==> config.mk <==
export PLATFORM = sky130hd
export DESIGN_NAME = fb_rect_fill_writer_flat
export DESIGN_NICKNAME = d
export VERILOG_FILES = /design/src/rtl/fb_rect_fill_writer_if.sv /design/src/rtl/fb_rect_fill_writer.sv /design/src/flat_wrapper.sv
export SDC_FILE = /design/constraint.sdc
export NUM_CORES = 1
export LEC_CHECK = 0
export BUFFER_PORTS_ARGS = -buffer_cell sky130_fd_sc_hd__buf_2
export CORE_MARGIN = 10
export CORE_UTILIZATION = 39
export CTS_BUF_LIST = sky130_fd_sc_hd__clkbuf_8
export CTS_CLUSTER_SIZE = 10
export DETAILED_ROUTE_END_ITERATION = 7
export GPL_TIMING_DRIVEN = 0
export PLACE_DENSITY = 0.64
export SLEW_MARGIN = 20
export SYNTH_ARGS = -nofsm -noshare
export SYNTH_HDL_FRONTEND = slang
export SYNTH_SLANG_ARGS = --single-unit
==> constraint.sdc <==
create_clock -name wr_clk -period 5.23 [get_ports wr_clk]
set_input_delay 0.2615 -clock wr_clk [delete_from_list [all_inputs] [get_ports wr_clk]]
set_output_delay 0.2615 -clock wr_clk [all_outputs]
set_load 0.02 [all_outputs]
==> src/rtl/fb_rect_fill_writer_if.sv <==
// Command and framebuffer-write bundle for the rectangle fill engine.
// The master side is the engine; the slave side is the command source and the write port.
interface fb_rect_fill_writer_if #(
  parameter int unsigned XW = 9,
  parameter int unsigned YW = 9,
  parameter int unsigned CW = 8,
  parameter int unsigned PW = 17
) ();
  logic          cmd_valid;
  logic          cmd_ready;
  logic [XW-1:0] cmd_x0;
  logic [YW-1:0] cmd_y0;
  logic [XW-1:0] cmd_x1;
  logic [YW-1:0] cmd_y1;
  logic [CW-1:0] cmd_color;
  logic          stall;
  logic          we;
  logic [XW-1:0] wr_pxl_x;
  logic [YW-1:0] wr_pxl_y;
  logic [CW-1:0] wr_palette_index;
  logic          busy;
  logic          done;
  logic [PW-1:0] pixel_count;

  modport master (
    input  cmd_valid, cmd_x0, cmd_y0, cmd_x1, cmd_y1, cmd_color, stall,
    output cmd_ready, we, wr_pxl_x, wr_pxl_y, wr_palette_index, busy, done, pixel_count
  );

  modport slave (
    output cmd_valid, cmd_x0, cmd_y0, cmd_x1, cmd_y1, cmd_color, stall,
    input  cmd_ready, we, wr_pxl_x, wr_pxl_y, wr_palette_index, busy, done, pixel_count
  );
endinterface

==> src/rtl/fb_rect_fill_writer.sv <==
// Rectangle fill engine: clips one command to the screen and writes one pixel per cycle
// in raster order to the framebuffer write port.
module fb_rect_fill_writer #(
  parameter int unsigned RESOLUTION_X   = 400,
  parameter int unsigned RESOLUTION_Y   = 300,
  parameter int unsigned PALETTE_LENGTH = 256
) (
  input logic                   wr_clk,
  input logic                   reset,
  fb_rect_fill_writer_if.master bus
);
  localparam int unsigned XW = $clog2(RESOLUTION_X);
  localparam int unsigned YW = $clog2(RESOLUTION_Y);
  localparam int unsigned CW = $clog2(PALETTE_LENGTH);
  localparam int unsigned PW = $clog2(RESOLUTION_X * RESOLUTION_Y + 1);
  localparam logic [XW-1:0] XMax = XW'(RESOLUTION_X - 1);
  localparam logic [YW-1:0] YMax = YW'(RESOLUTION_Y - 1);

  typedef enum logic [1:0] {StIdle, StFill, StDone} state_e;

  state_e        state_q;
  logic [XW-1:0] x0_q, x1c_q, x_q;
  logic [YW-1:0] y1c_q, y_q;
  logic [CW-1:0] color_q;
  logic [PW-1:0] count_q, pixel_count_q;

  logic [XW-1:0] x1c;
  logic [YW-1:0] y1c;
  logic          empty;
  logic          accept;

  // Clamp the far corner; an out-of-screen near corner then shows up as an empty range.
  always_comb begin
    x1c   = (bus.cmd_x1 > XMax) ? XMax : bus.cmd_x1;
    y1c   = (bus.cmd_y1 > YMax) ? YMax : bus.cmd_y1;
    empty = (bus.cmd_x0 > x1c) || (bus.cmd_y0 > y1c);
  end

  assign bus.cmd_ready        = (state_q == StIdle) && !reset;
  assign accept               = bus.cmd_valid && bus.cmd_ready;
  assign bus.we               = (state_q == StFill) && !bus.stall;
  assign bus.busy             = (state_q != StIdle);
  assign bus.done             = (state_q == StDone);
  assign bus.wr_pxl_x         = x_q;
  assign bus.wr_pxl_y         = y_q;
  assign bus.wr_palette_index = color_q;
  assign bus.pixel_count      = pixel_count_q;

  always_ff @(posedge wr_clk) begin
    if (reset) begin
      state_q       <= StIdle;
      x0_q          <= '0;
      x1c_q         <= '0;
      y1c_q         <= '0;
      x_q           <= '0;
      y_q           <= '0;
      color_q       <= '0;
      count_q       <= '0;
      pixel_count_q <= '0;
    end else begin
      case (state_q)
        StIdle: begin
          if (accept) begin
            if (empty) begin
              state_q       <= StDone;
              pixel_count_q <= '0;
            end else begin
              state_q <= StFill;
              x0_q    <= bus.cmd_x0;
              x1c_q   <= x1c;
              y1c_q   <= y1c;
              x_q     <= bus.cmd_x0;
              y_q     <= bus.cmd_y0;
              color_q <= bus.cmd_color;
              count_q <= '0;
            end
          end
        end
        StFill: begin
          if (!bus.stall) begin
            count_q <= count_q + PW'(1);
            if (x_q == x1c_q) begin
              if (y_q == y1c_q) begin
                state_q       <= StDone;
                pixel_count_q <= count_q + PW'(1);
              end else begin
                x_q <= x0_q;
                y_q <= y_q + YW'(1);
              end
            end else begin
              x_q <= x_q + XW'(1);
            end
          end
        end
        StDone:  state_q <= StIdle;
        default: state_q <= StIdle;
      endcase
    end
  end
endmodule

==> src/flat_wrapper.sv <==
// flat-port wrapper written by rule: the top's interface ports become plain ports
module fb_rect_fill_writer_flat 
#(
  parameter int unsigned RESOLUTION_X   = 400,
  parameter int unsigned RESOLUTION_Y   = 300,
  parameter int unsigned PALETTE_LENGTH = 256
)
  (wr_clk, reset, bus_cmd_valid, bus_cmd_x0, bus_cmd_y0, bus_cmd_x1, bus_cmd_y1, bus_cmd_color, bus_stall, bus_cmd_ready, bus_we, bus_wr_pxl_x, bus_wr_pxl_y, bus_wr_palette_index, bus_busy, bus_done, bus_pixel_count);
  fb_rect_fill_writer_if #(.XW(($clog2((400)))), .YW(($clog2((300)))), .CW(($clog2((256)))), .PW(($clog2((400) * (300) + 1)))) bus_i ();
  input logic wr_clk;
  input logic reset;
  input wire logic [$bits(bus_i.cmd_valid)-1:0] bus_cmd_valid;
  input wire logic [$bits(bus_i.cmd_x0)-1:0] bus_cmd_x0;
  input wire logic [$bits(bus_i.cmd_y0)-1:0] bus_cmd_y0;
  input wire logic [$bits(bus_i.cmd_x1)-1:0] bus_cmd_x1;
  input wire logic [$bits(bus_i.cmd_y1)-1:0] bus_cmd_y1;
  input wire logic [$bits(bus_i.cmd_color)-1:0] bus_cmd_color;
  input wire logic [$bits(bus_i.stall)-1:0] bus_stall;
  output wire logic [$bits(bus_i.cmd_ready)-1:0] bus_cmd_ready;
  output wire logic [$bits(bus_i.we)-1:0] bus_we;
  output wire logic [$bits(bus_i.wr_pxl_x)-1:0] bus_wr_pxl_x;
  output wire logic [$bits(bus_i.wr_pxl_y)-1:0] bus_wr_pxl_y;
  output wire logic [$bits(bus_i.wr_palette_index)-1:0] bus_wr_palette_index;
  output wire logic [$bits(bus_i.busy)-1:0] bus_busy;
  output wire logic [$bits(bus_i.done)-1:0] bus_done;
  output wire logic [$bits(bus_i.pixel_count)-1:0] bus_pixel_count;
  assign bus_i.cmd_valid = bus_cmd_valid;
  assign bus_i.cmd_x0 = bus_cmd_x0;
  assign bus_i.cmd_y0 = bus_cmd_y0;
  assign bus_i.cmd_x1 = bus_cmd_x1;
  assign bus_i.cmd_y1 = bus_cmd_y1;
  assign bus_i.cmd_color = bus_cmd_color;
  assign bus_i.stall = bus_stall;
  assign bus_cmd_ready = bus_i.cmd_ready;
  assign bus_we = bus_i.we;
  assign bus_wr_pxl_x = bus_i.wr_pxl_x;
  assign bus_wr_pxl_y = bus_i.wr_pxl_y;
  assign bus_wr_palette_index = bus_i.wr_palette_index;
  assign bus_busy = bus_i.busy;
  assign bus_done = bus_i.done;
  assign bus_pixel_count = bus_i.pixel_count;
  fb_rect_fill_writer #(.RESOLUTION_X(RESOLUTION_X), .RESOLUTION_Y(RESOLUTION_Y), .PALETTE_LENGTH(PALETTE_LENGTH)) u_core (.wr_clk(wr_clk), .reset(reset), .bus(bus_i));
endmodule
==> results of run 1 <==
==> per-stage QoR <==
stage               worst slack [ns]  total power [uW]
floorplan                      2.170              1116
CTS                            1.803              1820
global route                   1.565              1915
finish                         1.801              1820
global placement               1.530              1279
detailed placement             1.413              1291
==> Yosys cell counts (4+ instances only) <==
master,instances
dfxtp_1,89
a21oi_1,68
nand2_1,63
o21ai_0,49
nor2_1,47
nand3_1,35
clkbuf_1,30
xor2_1,24
nor3_1,22
ha_1,21
xnor2_1,14
mux2i_1,13
a311oi_1,11
inv_1,11
nand4_1,9
nor2b_1,9
o211ai_1,9
or3_1,9
a211oi_1,8
o32ai_1,8
buf_2,6
a211o_1,5
nor4_1,5
a21o_1,4
a22oi_1,4
nand2b_1,4
or2_2,4
==> final cells by class <==
| class | count | area, um2 |
|---|---|---|
| plain buffers | 41 | 168.9 |
| clock buffers | 10 | 137.6 |
| clock inverters | 5 | 72.57 |
| fillers | 1327 | 6688 |
| inverters | 11 | 41.29 |
| multi-input cells | 485 | 3049 |
| flip-flops and latches | 89 | 1782 |
| well taps | 172 | 215.2 |
| repair buffers | 93 | 465.4 |
==> cells in the final DEF (no fill, tap or decap), types with 22 or more instances in the layout <==
master / n
buf_2: 99
dfxtp_1: 89
nor2_1: 47
clkbuf_1: 30
o21ai_0: 49
xor2_1: 24
nor3_1: 22
a21oi_1: 68
nand3_1: 35
nand2_1: 63
==> registers in the layout (all words and copies together), names as in the netlist <==
signal,count
u_core.bus.pixel_count,17
u_core.count_q,17
u_core.bus.wr_pxl_x,9
u_core.bus.wr_pxl_y,9
u_core.x0_q,9
u_core.x1c_q,9
u_core.y1c_q,9
u_core.bus.wr_palette_index,8
u_core.state_q,2
==> worst max-delay path by stage <==
stage / from / end / slack [ns] / cells past startpoint
detailed placement: bus_cmd_y1[2] / u_core.bus.pixel_count[16]$_SDFFE_PP0P_ / 1.41 / 13
finish: bus_cmd_y1[2] / u_core.bus.pixel_count[16]$_SDFFE_PP0P_ / 1.80 / 13
floorplan: bus_cmd_y1[2] / u_core.bus.pixel_count[15]$_SDFFE_PP0P_ / 2.17 / 12
CTS: bus_cmd_y1[2] / u_core.bus.pixel_count[16]$_SDFFE_PP0P_ / 1.80 / 13
global route: bus_cmd_y1[2] / u_core.x1c_q[4]$_SDFFE_PP0P_ / 1.56 / 14
global placement: bus_cmd_y1[2] / u_core.bus.pixel_count[6]$_SDFFE_PP0P_ / 1.53 / 13
==> metal layers <==
layer  GRT usage [%]  up-vias  part of all wire [%]  wire [um]
met3           4.098       21                   7.1       1163
met2           28.85      179                    46       7579
met4           7.678        0                   1.8        299
li1                -     2487                     -          -
met1           23.73     2431                    45       7401
met5               0        -                     0          0
==> power by group through the flow <==
stage | sequential, uW | clock, uW | combinational (uW)
6_report | 761 | 536 | 522
5_1_grt | 767 | 574 | 575
4_1_cts | 760 | 542 | 517
3_5_place_dp | 776 | 0 | 515
3_3_place_gp | 774 | 0 | 505
2_1_floorplan | 787 | 0 | 329
==> logic make-up after synthesis <==
group | count (synthesis) | share of synthesized area (%)
and+or+nand+nor | 219 | 21.02
muxes | 16 | 3.251
adders and majority gates | 21 | 5.212
buffers and inverters | 52 | 4.170
DFF | 89 | 35.34
xor gates and xnor gates | 38 | 6.602
AOI/OAI and AO/OA | 191 | 24.40
==> worst min-delay path, delay by kind of cell <==
family	cells	cell delay, ns
AO/OA/AOI/OAI	1	0.05
buffers and inverters	1	0.09
AND/OR/NAND/NOR	1	0.05
==> metrics, run 1 <==
run status finished clean; full die area 0.01787 mm2; worst slew pin tran 0.8277 ns; CTS clk-pin slew, worst paths 0.09 ns; wire per inst 18.15 um; Root Buffer Master clkbuf_8; Hold Buf Count CTS 0; ys flop type dfxtp_1; Hold Crit Class input port to flip-flop; iteration count of the initial detailed-routing pass 5; dpl cell area 0.005722 mm2; clock skew 0.005828 ns; reg2reg setup slack 2.67 ns; Worst Reg2Reg Path Length in Cells 8; Post-Syn Instances 626; post-synthesis sequential area ratio 35.34%; CP delay by family, top compound AO/OA/AOI/OAI gates; crit path max-delay cell type a2111oi_4; ys async rst share 0%; Final nets 799; CP most frequent cell a21o_1; Sw Ratio 35.99%; CP endpoint kind flip-flop; Worst Setup Start Kind input port; die height 133.7 um; Distinct cells, synth 56; crit path buf inv count 2; placed instance count 891; GR Util All Layers 18.39%; first-pass GRT wire length 26.77 mm; vias in the first global route 5190; die width 133.7 um; DRT iter0 DRCs 433; TritonCTS clock tree yes; initial antenna violation count 0; RSZ-0062 raised after global routing no; Netlist Area Pre-Place 0.005041 mm2; leakage power 0.002425 uW; worst hold slack 0.1138 ns; Post-synth EDFFs 0; Final Core Density 47.01%; minimum clock period 3.429 ns; Antenna Violating Nets Remaining 0; Slew Limit Fails 0; Comb pwr share 28.7%; DRC Markers 0; Pint 1165 uW; maxcap violations 0; Synth-to-Final Area Change 17.67%; DR vias 5118; post-synthesis average cell area 8.053 um2; crit path max fanout 10; WHS Endpoint u_core.bus.wr_palette_index[2]$_SDFFE_PP0P_; Port Buffers 93; share of power burned in registers 41.8%; max frequency 291.7 MHz; r2r startpoint u_core.count_q[0]$_SDFFE_PP0P_; largest area contributor in the netlist dfxtp_1; row cnt 41; Initial Util 39.95%; VDD IR max 125.6 uV; Psw 655.0 uW; CP Class input port to flip-flop; pin count of the biggest net entering global routing 14; register bit total from synthesis 89; Synth top area share 35.34%; final hold viol count 0; gr ovfl total 0; n_diodes 0; proportion of layout cells with a drive suffix above 1 17.57%; CORE AREA 0.01262 mm2; RR Endpoint u_core.count_q[16]$_SDFFE_PP0P_; Crit path required time 5.54 ns; Post-CTS Setup Inserts 0; wirelength, routed 16.44 mm; hold path depth 3; CTS buffer count 9; Routability Congestion 0.9123; final worst path period share 65.56%; setup tns final 0 ns; Synth area leaders dfxtp_1 (35%), a21oi_1 (6.8%), ha_1 (5.2%); CTS Buffer Depth 2; Sink Count 89; post-route insts no fill 906; H-tree Lvls 3; hold wc startpoint bus_cmd_color[2]; CP peak stage delay 0.52 ns; crit path DAT 3.74 ns; vias per cell 5.649; syn nets 695; power per cell area 306.8 mW/mm2; Final setup viols 0; Clk pwr share 29.5%; critical-path cell list buf_2, a21oi_1, nor2b_1, o31ai_1, nand2_1, ha_1, a21o_1, a21o_1, a2111oi_4, o22ai_2, o21ai_2, buf_4, mux2i_1; Worst-Skew Late Latency 0.39 ns; Max-slew headroom 44.70%; Yosys warning count 0; io pins 95; final instance area 0.005932 mm2; Resized Gates After CTS 0; post-DP HPWL 12.59 mm
Power figures use the tool's default switching activity.
==> inputs of run 2 (changes only) <==
--- a/config.mk
+++ b/config.mk
@@ -12,7 +12,7 @@
 export CTS_CLUSTER_SIZE = 10
 export DETAILED_ROUTE_END_ITERATION = 7
 export GPL_TIMING_DRIVEN = 0
-export PLACE_DENSITY = 0.64
+export PLACE_DENSITY = 0.66
 export SLEW_MARGIN = 20
 export SYNTH_ARGS = -nofsm -noshare
 export SYNTH_HDL_FRONTEND = slang
==> constraint.sdc (replaced) <==
create_clock -name wr_clk -period 2.9 [get_ports wr_clk]
set_input_delay 0.145 -clock wr_clk [delete_from_list [all_inputs] [get_ports wr_clk]]
set_output_delay 0.145 -clock wr_clk [all_outputs]
set_load 0.02 [all_outputs]
==> run 2 against run 1 <==
Final cell count up 0.77%; die area stayed put; register-to-register slack lost 2.4 ns; core utilization grew 0.43 points; first-iteration DRC count increased by 3.9%; clock power grew 38%; non-clock buffer count is 6 higher; design area up 0.91%; wire length is 0.66% lower; largest power group unchanged; highest routed layer unchanged.
==> metrics, run 2 (synthesized netlist as in run 1, its figures left out) <==
run status finished clean; commonest non-fill, non-tap cell in the layout buf_2; die height 133.7 um; final hold viol count 0; wirelength, routed 16.33 mm; gr ovfl total 0; clock skew 0.01100 ns; footprint of the multi-input gates 0.003097 mm2; CTS Buffer Depth 2; DRT iter0 DRCs 450; WHS Endpoint u_core.bus.wr_palette_index[1]$_SDFFE_PP0P_; CORE AREA 0.01262 mm2; Port Buffers 93; H-tree Lvls 3; storage element area 0.001782 mm2; dpl cell area 0.005727 mm2; pre-CTS WS -0.6161 ns; VDD IR max 246.7 uV; initial antenna violation count 0; Crit path required time 3.17 ns; Sink Count 89; reg2reg setup slack 0.31 ns; hold path depth 3; vias per cell 5.645; Filler cells 1265; Max-slew headroom 58.64%; crit path DAT 3.07 ns; CTS buffer count 9; Slew Limit Fails 0; Routability Congestion 0.9331; first-pass GRT wire length 26.28 mm; final instance area 0.005986 mm2; full die area 0.01787 mm2; row cnt 41; Initial Util 39.95%; Hold Crit Class input port to flip-flop; worst slew pin tran 0.6204 ns; RR Endpoint u_core.bus.pixel_count[0]$_SDFFE_PP0P_; Worst Reg2Reg Path Length in Cells 7; Final WS setup 0.09765 ns; final worst path period share 96.63%; crit path max fanout 9; hold wc startpoint bus_cmd_color[1]; power per cell area 514.7 mW/mm2; commonest non-fill, non-tap cells in the layout buf_2 (99), dfxtp_1 (89), a21oi_1 (68), nand2_1 (63), o21ai_0 (49); r2r startpoint u_core.bus.wr_pxl_y[5]$_SDFFE_PP0P_; n_diodes 0; Antenna Violating Nets Remaining 0; Final nets 805; iteration count of the initial detailed-routing pass 6; Final Core Density 47.43%; die width 133.7 um; Worst Setup Start Kind input port; Worst-Skew Late Latency 0.38 ns; io pins 95; vias in the first global route 5258; CTS clk-pin slew, worst paths 0.08 ns; CP Class input port to flip-flop; RSZ-0062 raised after global routing yes; post-DP HPWL 12.56 mm; minimum clock period 2.802 ns; pin count of the biggest net entering global routing 14; maxcap violations 0; TritonCTS clock tree yes; Synth-to-Final Area Change 18.74%; DRC Markers 0; CP endpoint kind flip-flop; leakage power 0.002450 uW; DR vias 5154; Root Buffer Master clkbuf_8; GR Util All Layers 18.03%; proportion of layout cells with a drive suffix above 1 18.89%; max frequency 356.8 MHz; Final setup viols 0; wire per inst 17.89 um
-- run 2: changes by cell type in the layout (fill, tap and decap cells not counted), moves of 2 or more --
cell	change
clkinv_2	+3
buf_4	+3
clkbuf_4	+2
bufinv_16	-2
clkbuf_1	-3
dlygate4sd3_1	+3
-- run 2: per-stage QoR --
step           total power (uW)   TNS, ns  hold slack, ns  std cells
6_report                   3081         0         0.02890        913
5_1_grt                    3250  -0.05930         0.02544        913
4_1_cts                    3076         0       0.0009500        912
3_5_place_dp               2319    -31.24          0.4090        891
3_3_place_gp               2297    -26.55          0.3987        891
2_1_floorplan              2014         0          0.2927        626
-- run 2: layer usage --
layer | track usage [%] | wire [um] | vias up
met5 | 0 | 0 | -
met4 | 7.195 | 384 | 0
met3 | 5.075 | 1226 | 32
met2 | 28.94 | 7612 | 218
met1 | 22.23 | 7111 | 2406
li1 | - | - | 2498
-- run 2: area by class of cell --
type	count	share of cell area [%]
plain buffers	41	2.968
clock buffers	9	2.069
clock inverters	7	0.5226
inverters	11	0.6898
multi-input cells	485	51.73
flip-flops and latches	89	29.77
well taps	172	3.595
repair buffers	99	8.654
-- run 2: timing repair --
action	4_1_cts	5_1_grt
pin swaps	1	2
setup endpoints to repair	42	62
endpoints found under the hold margin	3	0
gates resized for setup	4	11
hold buffers	3	0
buffers inserted	2	1
-- run 2: how the worst max path moves through the flow --
stage,start,endpoint
after floorplan,bus_cmd_y1[2],u_core.bus.pixel_count[15]$_SDFFE_PP0P_
after global placement,bus_cmd_y1[2],u_core.bus.pixel_count[6]$_SDFFE_PP0P_
after detailed placement,bus_cmd_y1[2],u_core.bus.pixel_count[6]$_SDFFE_PP0P_
after CTS,bus_cmd_y1[2],u_core.bus.wr_pxl_x[7]$_SDFFE_PP0P_
after global routing,bus_cmd_y1[2],u_core.y1c_q[8]$_SDFFE_PP0P_
final,bus_cmd_y1[2],u_core.bus.wr_pxl_y[1]$_SDFFE_PP0P_
-- run 2: worst max-delay path, stage by stage --
cell,delay (ns)
buf_2,0.10
a21oi_1,0.14
nor2b_1,0.09
o31ai_4,0.31
nor2b_1,0.28
ha_1,0.16
nand4_1,0.23
nor3_2,0.33
a2111oi_4,0.07
buf_4,0.17
o22a_1,0.22
a21boi_2,0.45
mux2_1,0.36
-- run 2: report_power, final --
group	total, uW	internal, uW	switching, uW
clock network	738	296	441
logic	971	336	634
registers	1370	1290	84.1
total	3080	1920	1160
